<file path="src/rtl/ddfs_sweep_ctrl.sv">
// Frequency-sweep controller and phase accumulator for a DDFS.
// Optional macro DDFS_PHASE_RESET_EN zeroes the phase accumulator when a sweep starts.
module ddfs_sweep_ctrl #(
    parameter int ACC_W = 32,
    parameter int CNT_W = 16
) (
    input  logic             clk,
    input  logic             rst,
    input  logic             cfg_valid,
    output logic             cfg_ready,
    input  logic [ACC_W-1:0] cfg_fcw_start,
    input  logic [ACC_W-1:0] cfg_fcw_step,
    input  logic [CNT_W-1:0] cfg_dwell,
    input  logic [CNT_W-1:0] cfg_steps,
    input  logic             start,
    input  logic             abort,
    input  logic             pa_en,
    output logic             busy,
    output logic             done,
    output logic [ACC_W-1:0] fcw,
    output logic [ACC_W-1:0] PA_out
);

    typedef enum logic [1:0] {
        IDLE  = 2'd0,
        SWEEP = 2'd1,
        DONE  = 2'd2
    } state_t;

    state_t           state_q, state_d;
    logic [ACC_W-1:0] fcw_q, fcw_d;
    logic [ACC_W-1:0] pa_q, pa_d;
    logic [CNT_W-1:0] dwell_cnt_q, dwell_cnt_d;
    logic [CNT_W-1:0] step_cnt_q, step_cnt_d;

    logic [ACC_W-1:0] sh_start_q, sh_step_q;
    logic [CNT_W-1:0] sh_dwell_q, sh_steps_q;
    logic             cfg_loaded_q;

    // Working copies: the shadow may be rewritten on the very cycle a sweep starts.
    logic [ACC_W-1:0] act_step_q, act_step_d;
    logic [CNT_W-1:0] act_dwell_q, act_dwell_d;

    logic             cfg_accept;

    function automatic logic [CNT_W-1:0] at_least_one(input logic [CNT_W-1:0] v);
        return (v == '0) ? CNT_W'(1) : v;
    endfunction

    assign cfg_ready  = (state_q == IDLE);
    assign busy       = (state_q != IDLE);
    assign done       = (state_q == DONE);
    assign fcw        = fcw_q;
    assign PA_out     = pa_q;
    assign cfg_accept = cfg_valid && cfg_ready;

    always_comb begin
        state_d     = state_q;
        fcw_d       = fcw_q;
        dwell_cnt_d = dwell_cnt_q;
        step_cnt_d  = step_cnt_q;
        act_step_d  = act_step_q;
        act_dwell_d = act_dwell_q;
        pa_d        = pa_q;

        unique case (state_q)
            IDLE: begin
                if (start && cfg_loaded_q && !abort) begin
                    state_d     = SWEEP;
                    fcw_d       = sh_start_q;
                    act_step_d  = sh_step_q;
                    act_dwell_d = at_least_one(sh_dwell_q);
                    dwell_cnt_d = at_least_one(sh_dwell_q);
                    step_cnt_d  = at_least_one(sh_steps_q);
                end
            end
            SWEEP: begin
                if (abort) begin
                    state_d = IDLE;
                end else if (dwell_cnt_q == CNT_W'(1)) begin
                    if (step_cnt_q > CNT_W'(1)) begin
                        fcw_d       = fcw_q + act_step_q;
                        step_cnt_d  = step_cnt_q - CNT_W'(1);
                        dwell_cnt_d = act_dwell_q;
                    end else begin
                        state_d = DONE;
                    end
                end else begin
                    dwell_cnt_d = dwell_cnt_q - CNT_W'(1);
                end
            end
            DONE: begin
                state_d = IDLE;
            end
            default: begin
                state_d = IDLE;
            end
        endcase

        if (pa_en) begin
            pa_d = pa_q + fcw_q;
        end
`ifdef DDFS_PHASE_RESET_EN
        if ((state_q == IDLE) && (state_d == SWEEP)) begin
            pa_d = '0;
        end
`else
`endif
    end

    always_ff @(posedge clk or posedge rst) begin
        if (rst) begin
            state_q     <= IDLE;
            fcw_q       <= '0;
            pa_q        <= '0;
            dwell_cnt_q <= '0;
            step_cnt_q  <= '0;
            act_step_q  <= '0;
            act_dwell_q <= '0;
        end else begin
            state_q     <= state_d;
            fcw_q       <= fcw_d;
            pa_q        <= pa_d;
            dwell_cnt_q <= dwell_cnt_d;
            step_cnt_q  <= step_cnt_d;
            act_step_q  <= act_step_d;
            act_dwell_q <= act_dwell_d;
        end
    end

    always_ff @(posedge clk or posedge rst) begin
        if (rst) begin
            sh_start_q   <= '0;
            sh_step_q    <= '0;
            sh_dwell_q   <= '0;
            sh_steps_q   <= '0;
            cfg_loaded_q <= 1'b0;
        end else if (cfg_accept) begin
            sh_start_q   <= cfg_fcw_start;
            sh_step_q    <= cfg_fcw_step;
            sh_dwell_q   <= cfg_dwell;
            sh_steps_q   <= cfg_steps;
            cfg_loaded_q <= 1'b1;
        end
    end

endmodule

</file>
<file path="config.mk">
export PLATFORM = sky130hd
export DESIGN_NAME = ddfs_sweep_ctrl
export DESIGN_NICKNAME = d
export VERILOG_FILES = /design/src/rtl/ddfs_sweep_ctrl.sv
export SDC_FILE = /design/constraint.sdc
export NUM_CORES = 1
export LEC_CHECK = 0
export BUFFER_PORTS_ARGS = -buffer_cell sky130_fd_sc_hd__buf_2
export CAP_MARGIN = 20
export CORE_AREA = 2 2 152 154
export DETAILED_ROUTE_END_ITERATION = 7
export DIE_AREA = 0 0 154 156
export PLACE_DENSITY = 0.81
export SETUP_SLACK_MARGIN = 0.4
export SLEW_MARGIN = 20
export SYNTH_ARGS = -nofsm -noshare
export SYNTH_HDL_FRONTEND = slang
export SYNTH_SLANG_ARGS = --single-unit
</file>
<file path="constraint.sdc">
create_clock -name clk -period 15 [get_ports clk]
set_input_delay 2.25 -clock clk [delete_from_list [all_inputs] [get_ports clk]]
set_output_delay 2.25 -clock clk [all_outputs]
set_load 0.01 [all_outputs]
</file>
==> results of run 1 <==
[registers in the layout, summed over array words and instances, names as in the netlist]
name          count
dwell_cnt_q      16
act_dwell_q      16
sh_steps_q       16
cfg_loaded_q      1
step_cnt_q       16
act_step_q       32
sh_step_q        32
fcw              32
sh_dwell_q       16
sh_start_q       32
state_q           2
PA_out           32
[worst max-delay path, stage by stage]
cell and delay, ns:
sky130_fd_sc_hd__buf_2 0.07, sky130_fd_sc_hd__nand3_1 0.12, sky130_fd_sc_hd__nor2_4 0.10, sky130_fd_sc_hd__buf_4 0.49, sky130_fd_sc_hd__or2_2 0.70, sky130_fd_sc_hd__nand3_1 0.14, sky130_fd_sc_hd__o21ai_0 0.09, sky130_fd_sc_hd__nor4b_2 0.21
sky130_fd_sc_hd__a211oi_1 0.08
[layout by cell type (no fill, tap or decap), types with 3 or more instances in the layout]
cell                        Yosys  layout
sky130_fd_sc_hd__or2_2          5       5
sky130_fd_sc_hd__buf_2          5     168
sky130_fd_sc_hd__xor2_1        26      26
sky130_fd_sc_hd__clkinv_2       0       8
sky130_fd_sc_hd__o31ai_1        6       6
sky130_fd_sc_hd__clkbuf_1      44       3
sky130_fd_sc_hd__bufinv_16      0       3
sky130_fd_sc_hd__dfrtp_1      243     243
sky130_fd_sc_hd__and2_1         4       3
sky130_fd_sc_hd__or3_1          8       8
sky130_fd_sc_hd__mux2_2       121     121
sky130_fd_sc_hd__nor3_1        24      24
sky130_fd_sc_hd__o21a_1         9       9
sky130_fd_sc_hd__xnor2_1       40      40
sky130_fd_sc_hd__o21ai_0       74      74
sky130_fd_sc_hd__a21o_1        28      28
sky130_fd_sc_hd__ha_1          66      66
sky130_fd_sc_hd__nor2b_1        9       8
sky130_fd_sc_hd__buf_4          1       6
sky130_fd_sc_hd__a211oi_1      20      20
sky130_fd_sc_hd__nand4_1       11      11
sky130_fd_sc_hd__nor2_1        97      95
sky130_fd_sc_hd__nand3_1       18      18
sky130_fd_sc_hd__clkbuf_16      0      27
sky130_fd_sc_hd__a221o_1        5       5
sky130_fd_sc_hd__and3_1         9       9
sky130_fd_sc_hd__o21bai_1       7       7
sky130_fd_sc_hd__nor4_1        14      14
sky130_fd_sc_hd__inv_1         25      24
sky130_fd_sc_hd__clkbuf_8       0       4
sky130_fd_sc_hd__nand2b_1      13      12
sky130_fd_sc_hd__a21oi_1      116     116
sky130_fd_sc_hd__o21ai_1        3       3
sky130_fd_sc_hd__nand2_1      213     213
sky130_fd_sc_hd__a31oi_1       13      13
sky130_fd_sc_hd__o22ai_1        6       6
[layout make-up]
| type | count | area share [%] |
|---|---|---|
| multi-input cells | 1012 | 45.01 |
| well taps | 285 | 2.351 |
| flip-flops and latches | 243 | 40.10 |
| repair buffers | 176 | 6.047 |
| inverters | 25 | 0.6683 |
| clock buffers | 34 | 4.892 |
| clock inverters | 12 | 0.9323 |
[through the flow]
step / instance area [µm²] / utilization [%] / worst slack (ns) / power, mW
final: 15170 / 67.81 / 11.10 / 3.117
after global routing: 15170 / 67.81 / 10.90 / 3.346
after CTS: 15140 / 67.69 / 10.77 / 3.113
after detailed placement: 14260 / 63.74 / 10.24 / 2.430
after global placement: 14260 / 63.74 / 10.34 / 2.364
after floorplan: 13220 / - / 6.077 / 2.072
[report_power, final]
part | switching (mW) | internal, mW
registers | 0.200 | 0.850
logic | 0.759 | 0.643
clock network | 0.266 | 0.399
total | 1.23 | 1.89
[path summary, 6_finish.rpt]
kind | startpoint | to | slack, ns | cells past startpoint
max | start | fcw[31] | 11.10 | 9
min | sh_step_q[25] | act_step_q[25] | 0.47 | 2
max reg2reg | fcw[0] | fcw[30] | 11.21 | 12
min reg2reg | sh_step_q[25] | act_step_q[25] | 0.47 | 2
max in group asynchronous | rst | fcw[18] | 11.25 | 4
min in group asynchronous | rst | sh_dwell_q[5] | 1.84 | 2
[layer usage]
layer | up-vias | global-route usage [%] | wire, µm
met5 | - | 0 | 0
met4 | 0 | 7.699 | 626
met3 | 56 | 3.750 | 1944
met2 | 331 | 44.91 | 15360
met1 | 5148 | 35.04 | 13430
li1 | 5044 | - | -
[Yosys cell counts, drive strengths merged (9+ instances only)]
library cell | instances | share of area (%)
and3 | 9 | 0.43
a21oi | 117 | 4.5
nor3 | 25 | 1.0
dfrtp | 243 | 46
nor4 | 15 | 0.82
nand2b | 13 | 0.62
a31oi | 14 | 0.71
nor2 | 98 | 2.8
xor2 | 26 | 1.7
buf | 16 | 0.64
clkbuf | 44 | 1.2
nand3 | 20 | 0.89
nor2b | 9 | 0.43
a211oi | 21 | 1.2
a21o | 28 | 1.6
o21ai | 77 | 2.9
nand2 | 213 | 6.0
o21a | 9 | 0.51
nand4 | 11 | 0.52
mux2 | 121 | 10
ha | 66 | 6.2
inv | 25 | 0.71
xnor2 | 40 | 2.6
[cell families (layout without fill, tap and decap cells)]
group                      Yosys count  in the layout
and+or+nand+nor                    439            439
AOI/OAI and AO/OA                  317            317
adders and majority gates           68             68
buffers and inverters               85            247
muxes                              122            122
xor gates and xnor gates            66             66
DFF                                243            243
==> out/qor.yml, run 1 <==
status:
  status: "finished clean"
global_route:
  grt_overflow: 0
  grt_first_pass_wirelength_mm: 51.58
  grt_start_max_net_pins: 102
  global_route_total_usage_across_every_layer_pct: 26.24
  initial_antenna_violation_count: 0
  via_count_of_the_first_global_routing_pass: 10430
sta:
  min_period_over_period_pct: 25.99
  hold_violations: 0
  timing_worst_slew_pin_value_ns: 1.022
  slew_headroom_pct: 31.87
  final.setup_skew_ns: 0.01367
  maxSlewViolCount: 0
  finalSetupViolations: 0
  hold_ws_ns: 0.4692
  setup-tns-final_ns: 0
  clock.fmax_ghz: 0.2565
  timing.final.crit_period_ns: 3.898
  unrepaired_setup_endpoints_after_global_routing: "no"
cells_and_area:
  register_area_um2: 6081
  final_cell_count_no_fill: 1787
  final_net_count: 1654
  layout_cell_share_with_drive_strength_beyond_1_pct: 24.57
  antenna_cells: 0
  syn_to_final_growth_pct: 14.68
  fillerInstances: 1709
  multiInputGateArea_um2: 6827
critical_path:
  timing.critical_path.fanout_max: 51
  worst_ep_arrival_time_ns: 4.28
  critical_path.endpoint_type: "register"
  required_ns: 15.39
  type_of_the_worst_setup_path: "primary input to register"
  crit_path_start_kind: "primary input"
die:
  ios: 169
  floorplan.die_area_um2: 24020
  chip_width_um: 154
  number_of_placement_rows: 55
  core_region_area_um2: 22370
  die_ht_um: 156
  initial_utilization_pct: 59.13
yosys:
  synth_seq_area_share_pct: 45.98
  syn-instance-count: 1340
  dominant_combinational_cell_family_by_area_after_synthesis: "simple AND/OR/NAND/NOR gates"
  complex_gate_fraction_of_the_synthesized_area_pct: 15.00
  number_of_flops_mapped_to_enable_cells_by_yosys: 0
  ys.flop_type: "sky130_fd_sc_hd__dfrtp_1"
  yosys_register_bits: 243
  synth.avg_cell_area_um2: 9.869
  synth_simple_gate_area_share_pct: 15.12
  synthAdderAreaFrac_pct: 6.547
  yosys-mux-area-fraction_pct: 10.38
  synth-xor-area-share_pct: 4.371
  synthesis.nets: 1510
  synthesis.area_um2: 13220
  yosysWarningCount: 0
  synth.distinct_cells: 73
  asyncSetResetFlopFracSynth_pct: 100.0
routing:
  number_of_vias_per_cell_after_detailed_routing: 5.920
  avgRoutedWirePerCell_um: 17.55
  total_wirelength_of_the_detailed_routed_design_mm: 31.36
  vias: 10580
  drc: 0
  drt_pass1_iterations: 5
  antenna_violating_nets_post_route: 0
  drtIter0Drc: 776
placement:
  io_buffer_count: 168
  dpl.cell_count: 1740
  gp_routability_congestion: 0.8605
  dp.final_hpwl_mm: 21.65
clock_network:
  number_of_buffers_inserted_during_clock_tree_synthesis: 26
  cts.sink_count: 243
  cts.reportedPaths.clkPinSlew_ns: 0.06
  clk_root_buffer_cell: "sky130_fd_sc_hd__clkbuf_16"
  cts_max_path_buffers: 3
  tritoncts: "yes"
  htreeDepth: 1
  worstSkewPairLatency_ns: 0.53
  post-cts-setup-buffers: 0
  post_cts_resized: 0
  post_cts_hold_buffer_count: 0
power:
  power-per-cell-area_nw_per_um2: 205.5
  irDropWorstVdd_mv: 0.1069
  static-leakage-power_nw: 7.045
worst_hold_path:
  hold_class: "register to register"
job:
  drv_cap: 0
(Power assumes the default switching activity.)
==> run 2, diff against run 1 <==
--- a/config.mk
+++ b/config.mk
@@ -7,10 +7,10 @@
 export LEC_CHECK = 0
 export BUFFER_PORTS_ARGS = -buffer_cell sky130_fd_sc_hd__buf_2
 export CAP_MARGIN = 20
-export CORE_AREA = 2 2 152 154
+export CORE_AREA = 2 2 161 163
 export DETAILED_ROUTE_END_ITERATION = 7
-export DIE_AREA = 0 0 154 156
-export PLACE_DENSITY = 0.81
+export DIE_AREA = 0 0 163 165
+export PLACE_DENSITY = 0.76
 export SETUP_SLACK_MARGIN = 0.4
 export SLEW_MARGIN = 20
 export SYNTH_ARGS = -nofsm -noshare
==> constraint.sdc (replaced) <==
create_clock -name clk -period 3.35 [get_ports clk]
set_input_delay 0.5025 -clock clk [delete_from_list [all_inputs] [get_ports clk]]
set_output_delay 0.5025 -clock clk [all_outputs]
set_load 0.01 [all_outputs]
==> out/qor.yml, run 2 (synthesis gave the netlist of run 1 again) <==
status:
  status: "finished clean"
cells_and_area:
  layout_cell_share_with_drive_strength_beyond_1_pct: 30.79
  fillerInstances: 1967
  final_common_cell: "sky130_fd_sc_hd__dfrtp_1"
  syn_to_final_growth_pct: 22.22
  final_cell_count_no_fill: 1893
  mostFrequentLayoutCells: "237 x sky130_fd_sc_hd__dfrtp_1, 213 x sky130_fd_sc_hd__nand2_1, 168 x sky130_fd_sc_hd__buf_2"
  final_net_count: 1716
sta:
  timing_worst_slew_pin_value_ns: 0.9543
  hold_violations: 0
  slew_headroom_pct: 36.38
  min_period_over_period_pct: 92.61
  final.setup_skew_ns: 0.01101
  unrepaired_setup_endpoints_after_global_routing: "yes"
  maxSlewViolCount: 0
  setup_slack_of_the_critical_path_after_layout_ns: 0.2475
  timing.final.crit_period_ns: 3.103
  hold_ws_ns: 0.1163
  setup-tns-final_ns: 0
  finalSetupViolations: 0
  clock.fmax_ghz: 0.3223
clock_network:
  worstSkewPairLatency_ns: 0.53
  htreeDepth: 1
  clk_root_buffer_cell: "sky130_fd_sc_hd__clkbuf_16"
  cts.sink_count: 243
  tritoncts: "yes"
  cts_max_path_buffers: 3
  cts.reportedPaths.clkPinSlew_ns: 0.06
  number_of_buffers_inserted_during_clock_tree_synthesis: 27
critical_path:
  cp.buffers_inverters: 0
  type_of_the_worst_setup_path: "register to register"
  worstReg2RegStart: "fcw[1]"
  worst_path_dominant_cell_family: "compound AO/OA/AOI/OAI gates"
  rrSetupSlack_ns: 0.25
  timing.critical_path.fanout_max: 3
  critical_path.endpoint_type: "register"
  critical_path.slowest_cell: "sky130_fd_sc_hd__dfrtp_2"
  worst_ep_arrival_time_ns: 3.56
  r2r_end: "PA_out[31]"
  crit_path_start_kind: "register"
  required_ns: 3.80
  path_common_cell: "sky130_fd_sc_hd__o31ai_2"
  ff2ff_path_depth: 11
  critical_path.startpoint: "fcw[1]"
  worstPathCellList: "ha_4 > a211o_1 > a21oi_4 > a21boi_4 > a2111oi_4 > o31ai_2 > a31oi_2 > o311ai_2 > o31ai_2 > mux2i_1 > xor2_1"
  slowest_delay_ns: 0.45
power:
  fin_total_pwr_mw: 15.21
  static-leakage-power_nw: 7.429
  irDropWorstVdd_mv: 0.6091
  power-per-cell-area_nw_per_um2: 940.9
die:
  number_of_placement_rows: 58
  die_ht_um: 165
  floorplan.die_area_um2: 26900
  core_region_area_um2: 25040
  initial_utilization_pct: 52.82
  ios: 169
  chip_width_um: 163
routing:
  drtIter0Drc: 892
  antenna_violating_nets_post_route: 0
  number_of_vias_per_cell_after_detailed_routing: 5.773
  total_wirelength_of_the_detailed_routed_design_mm: 33.82
  vias: 10930
  drt_pass1_iterations: 7
  avgRoutedWirePerCell_um: 17.86
  drc: 0
placement:
  pre_cts_ws_ns: 0.09956
  io_buffer_count: 168
  gp_routability_congestion: 0.9319
  dp.final_hpwl_mm: 22.99
  dpl.cell_count: 1801
global_route:
  grt_overflow: 0
  grt_first_pass_wirelength_mm: 53.94
  initial_antenna_violation_count: 1
  grt_start_max_net_pins: 77
  via_count_of_the_first_global_routing_pass: 10620
  global_route_total_usage_across_every_layer_pct: 24.88
worst_hold_path:
  hold_class: "primary input to asynchronous set/reset pin"
job:
  drv_cap: 0
run 2: cell count changes in the layout (fill, tap and decap cells not counted), moves of 7 or more:
cell | before | now
sky130_fd_sc_hd__buf_6 | 1 | 9
sky130_fd_sc_hd__o21ai_0 | 74 | 67
sky130_fd_sc_hd__ha_1 | 66 | 54
sky130_fd_sc_hd__buf_4 | 6 | 53
sky130_fd_sc_hd__a21oi_1 | 116 | 108
sky130_fd_sc_hd__ha_4 | 0 | 9
run 2: routing by layer:
metal  GRT usage, %  vias to the layer above  part of all wire [%]
met2          41.14                      378                    48
met5              0                        -                     0
li1               -                     5167                     -
met1          34.23                     5301                    44
met3          3.415                       82                   5.8
met4          7.683                        0                   3.0
run 2: worst reg2reg max path: stages (launching register included):
cell and delay, ns:
sky130_fd_sc_hd__dfrtp_2 0.45, sky130_fd_sc_hd__ha_4 0.23, sky130_fd_sc_hd__a211o_1 0.33, sky130_fd_sc_hd__a21oi_4 0.19
sky130_fd_sc_hd__a21boi_4 0.10, sky130_fd_sc_hd__a2111oi_4 0.41, sky130_fd_sc_hd__o31ai_2 0.13, sky130_fd_sc_hd__a31oi_2 0.28
sky130_fd_sc_hd__o311ai_2 0.15, sky130_fd_sc_hd__o31ai_2 0.32, sky130_fd_sc_hd__mux2i_1 0.26, sky130_fd_sc_hd__xor2_1 0.18
run 2: worst max path at each step:
stage / endpoint / depth (start not counted)
2_1_floorplan: PA_out[0] / 1
3_3_place_gp: PA_out[26] / 12
3_5_place_dp: PA_out[26] / 12
4_1_cts: fcw[30] / 13
5_1_grt: fcw[30] / 13
6_report: PA_out[31] / 11
run 2: repair_timing:
item	in CTS	in global routing
setup endpoints to repair	21	51
gates cloned	1	0
pin swaps	26	38
buffers inserted	25	20
hold buffers	0	0
resized for setup	34	49
run 2: cell type report:
class	count	area (µm²)	area share, %
multi-input cells	1013	7248	44.85
inverters	25	97.59	0.6039
well taps	330	412.9	2.555
flip-flops and latches	243	6088	37.67
clock buffers	37	783.3	4.846
diodes	1	2.502	0.01548
clock inverters	8	68.82	0.4258
repair buffers	236	1460	9.035
run 2: metrics by stage:
stage / util (%) / cell area [µm²]
floorplan: - / 13260
global placement: 58.00 / 14520
detailed placement: 58.00 / 14520
CTS: 63.07 / 15790
global route: 64.54 / 16160
finish: 64.55 / 16160
run 2: where the power goes:
part	switching, mW	internal [mW]
sequential	0.895	3.81
clock	1.18	1.69
combinational	3.96	3.66
total	6.04	9.17
==> run 3, diff against run 2 <==
--- a/config.mk
+++ b/config.mk
@@ -7,12 +7,11 @@
 export LEC_CHECK = 0
 export BUFFER_PORTS_ARGS = -buffer_cell sky130_fd_sc_hd__buf_2
 export CAP_MARGIN = 20
-export CORE_AREA = 2 2 161 163
+export CORE_AREA = 2 2 132 199
 export DETAILED_ROUTE_END_ITERATION = 7
-export DIE_AREA = 0 0 163 165
+export DIE_AREA = 0 0 134 201
 export PLACE_DENSITY = 0.76
 export SETUP_SLACK_MARGIN = 0.4
-export SLEW_MARGIN = 20
 export SYNTH_ARGS = -nofsm -noshare
 export SYNTH_HDL_FRONTEND = slang
 export SYNTH_SLANG_ARGS = --single-unit
==> out/qor.yml, run 3 (synthesis gave the netlist of run 1 again) <==
power:
  static-leakage-power_nw: 7.413
  power_switching_mw: 6.082
  internal_power_mw: 9.085
  fin_total_pwr_mw: 15.17
  p_comb_share_pct: 50.3
  seq_pwr_share_pct: 31.0
  irDropWorstVdd_mv: 0.5685
  power-per-cell-area_nw_per_um2: 941.2
  power_frac_clock_pct: 18.7
  swShare_pct: 40.10
global_route:
  global_route_total_usage_across_every_layer_pct: 26.04
  grt_overflow: 0
  grt_first_pass_wirelength_mm: 56.65
  grt_start_max_net_pins: 79
  via_count_of_the_first_global_routing_pass: 11130
  initial_antenna_violation_count: 1
critical_path:
  critical_path.endpoint_type: "register"
  ff2ff_path_depth: 12
  crit_path_start_kind: "register"
  worst_ep_arrival_time_ns: 3.57
  critical_path.slowest_cell: "sky130_fd_sc_hd__dfrtp_2"
  worst_path_dominant_cell_family: "compound AO/OA/AOI/OAI gates"
  type_of_the_worst_setup_path: "register to register"
  slowest_delay_ns: 0.44
  required_ns: 3.77
  timing.critical_path.fanout_max: 3
  worstPathCellList: "ha_4 > fa_2 > a21oi_2 > o21ai_2 > a21oi_2 > o21ai_2 > a221o_1 > a221oi_4 > o41ai_2 > a211oi_2 > xnor2_1 > a221o_1"
  crit_cells: 12
  cp.buffers_inverters: 0
sta:
  setup-tns-final_ns: 0
  final.setup_skew_ns: 0.01446
  maxSlewViolCount: 0
  timing.final.crit_period_ns: 3.147
  hold_violations: 0
  finalSetupViolations: 0
  slew_headroom_pct: 35.53
  unrepaired_setup_endpoints_after_global_routing: "yes"
  clock.fmax_ghz: 0.3178
  min_period_over_period_pct: 93.93
  timing_worst_slew_pin_value_ns: 0.9670
  setup_slack_of_the_critical_path_after_layout_ns: 0.2032
die:
  die_ht_um: 201
  floorplan.die_area_um2: 26930
  chip_width_um: 134
  number_of_placement_rows: 72
  core_region_area_um2: 25310
  initial_utilization_pct: 52.24
  ios: 169
clock_network:
  worstSkewPairLatency_ns: 0.54
  cts.reportedPaths.clkPinSlew_ns: 0.06
  clk_root_buffer_cell: "sky130_fd_sc_hd__clkbuf_16"
  htreeDepth: 1
  number_of_buffers_inserted_during_clock_tree_synthesis: 26
  cts_max_path_buffers: 3
  cts.sink_count: 243
  tritoncts: "yes"
cells_and_area:
  layout_cell_share_with_drive_strength_beyond_1_pct: 29.65
  final_common_cell: "sky130_fd_sc_hd__dfrtp_1"
  syn_to_final_growth_pct: 21.86
  final_cell_count_no_fill: 1899
  stdcell_area_um2: 16110
  fillerInstances: 1998
  final_net_count: 1716
  mostFrequentLayoutCells: "241 x sky130_fd_sc_hd__dfrtp_1, 213 x sky130_fd_sc_hd__nand2_1, 168 x sky130_fd_sc_hd__buf_2"
routing:
  drc: 0
  total_wirelength_of_the_detailed_routed_design_mm: 35.64
  antenna_violating_nets_post_route: 0
  number_of_vias_per_cell_after_detailed_routing: 5.754
  drt_pass1_iterations: 5
  avgRoutedWirePerCell_um: 18.77
  drtIter0Drc: 623
  vias: 10930
placement:
  dp.final_hpwl_mm: 25.46
  dpl.cell_count: 1808
  pre_cts_ws_ns: 0.04796
  place_area_um2: 14540
  gp_routability_congestion: 0.9128
  io_buffer_count: 168
job:
  drv_cap: 0
worst_hold_path:
  hold_class: "primary input to asynchronous set/reset pin"
status:
  status: "finished clean"
run 3: cell types whose count changed in the layout (fill, tap and decap cells not counted), sizes merged:
cell    delta
clkinv     -3
nor2       -1
buf        +2
inv        +1
clkbuf     +4
run 3: worst register-to-register path, delay by kind of cell (launching register included):
kind            cells  cell delay (ns)
compound gates      9             1.92
fa+ha+maj           2             0.57
flops               1             0.44
xor+xnor            1             0.09
run 3: path summary, 6_finish.rpt:
kind	start	to	slack (ns)
worst max-delay path	fcw[0]	fcw[30]	0.20
worst max register to register	fcw[0]	fcw[30]	0.20
max in group asynchronous	rst	dwell_cnt_q[3]	2.29
worst min-delay path	rst	sh_dwell_q[11]	0.12
worst min register to register	sh_step_q[31]	act_step_q[31]	0.46
min in group clk	cfg_dwell[11]	sh_dwell_q[11]	0.20
run 3: area by class of cell:
cell class | count | area [µm²] | area share [%]
multi-input cells | 1012 | 7199 | 44.68
flip-flops and latches | 243 | 6083 | 37.75
repair buffers | 238 | 1484 | 9.209
clock buffers | 41 | 768.2 | 4.767
well taps | 333 | 416.7 | 2.586
inverters | 25 | 97.59 | 0.6056
clock inverters | 6 | 62.56 | 0.3882
diodes | 1 | 2.502 | 0.01553
run 3: what timing repair did:
item                                    in CTS  in global routing
gates cloned                                 0                  0
gates resized for setup                     31                 46
endpoints found under the hold margin        0                  0
setup buffers                               19                 24
endpoints found under the setup margin      19                 65
hold buffers                                 0                  0
pin swaps                                   32                 41
run 3: routing by layer:
| layer | global-route usage, % | up-vias | share of wire [%] |
|---|---|---|---|
| met5 | 0 | - | 0 |
| met4 | 9.992 | 0 | 3.6 |
| met3 | 2.904 | 87 | 3.5 |
| met2 | 48.99 | 267 | 55 |
| met1 | 29.77 | 5418 | 38 |
| li1 | - | 5155 | - |
run 3: through the flow:
| step | hold slack (ns) | util [%] |
|---|---|---|
| floorplan | 0.4348 | - |
| global placement | 0.4462 | 57.44 |
| detailed placement | 0.4513 | 57.44 |
| CTS | 0.1194 | 61.99 |
| global route | 0.1732 | 63.66 |
| finish | 0.1170 | 63.66 |
run 3: power groups by stage:
stage | clock network [mW] | logic [mW] | registers, mW
after global routing | 2.99 | 8.31 | 4.81
after global placement | 0 | 6.24 | 4.66
final | 2.83 | 7.63 | 4.71
after floorplan | 0 | 4.73 | 4.58
after detailed placement | 0 | 6.42 | 4.71
after CTS | 2.87 | 7.00 | 4.67
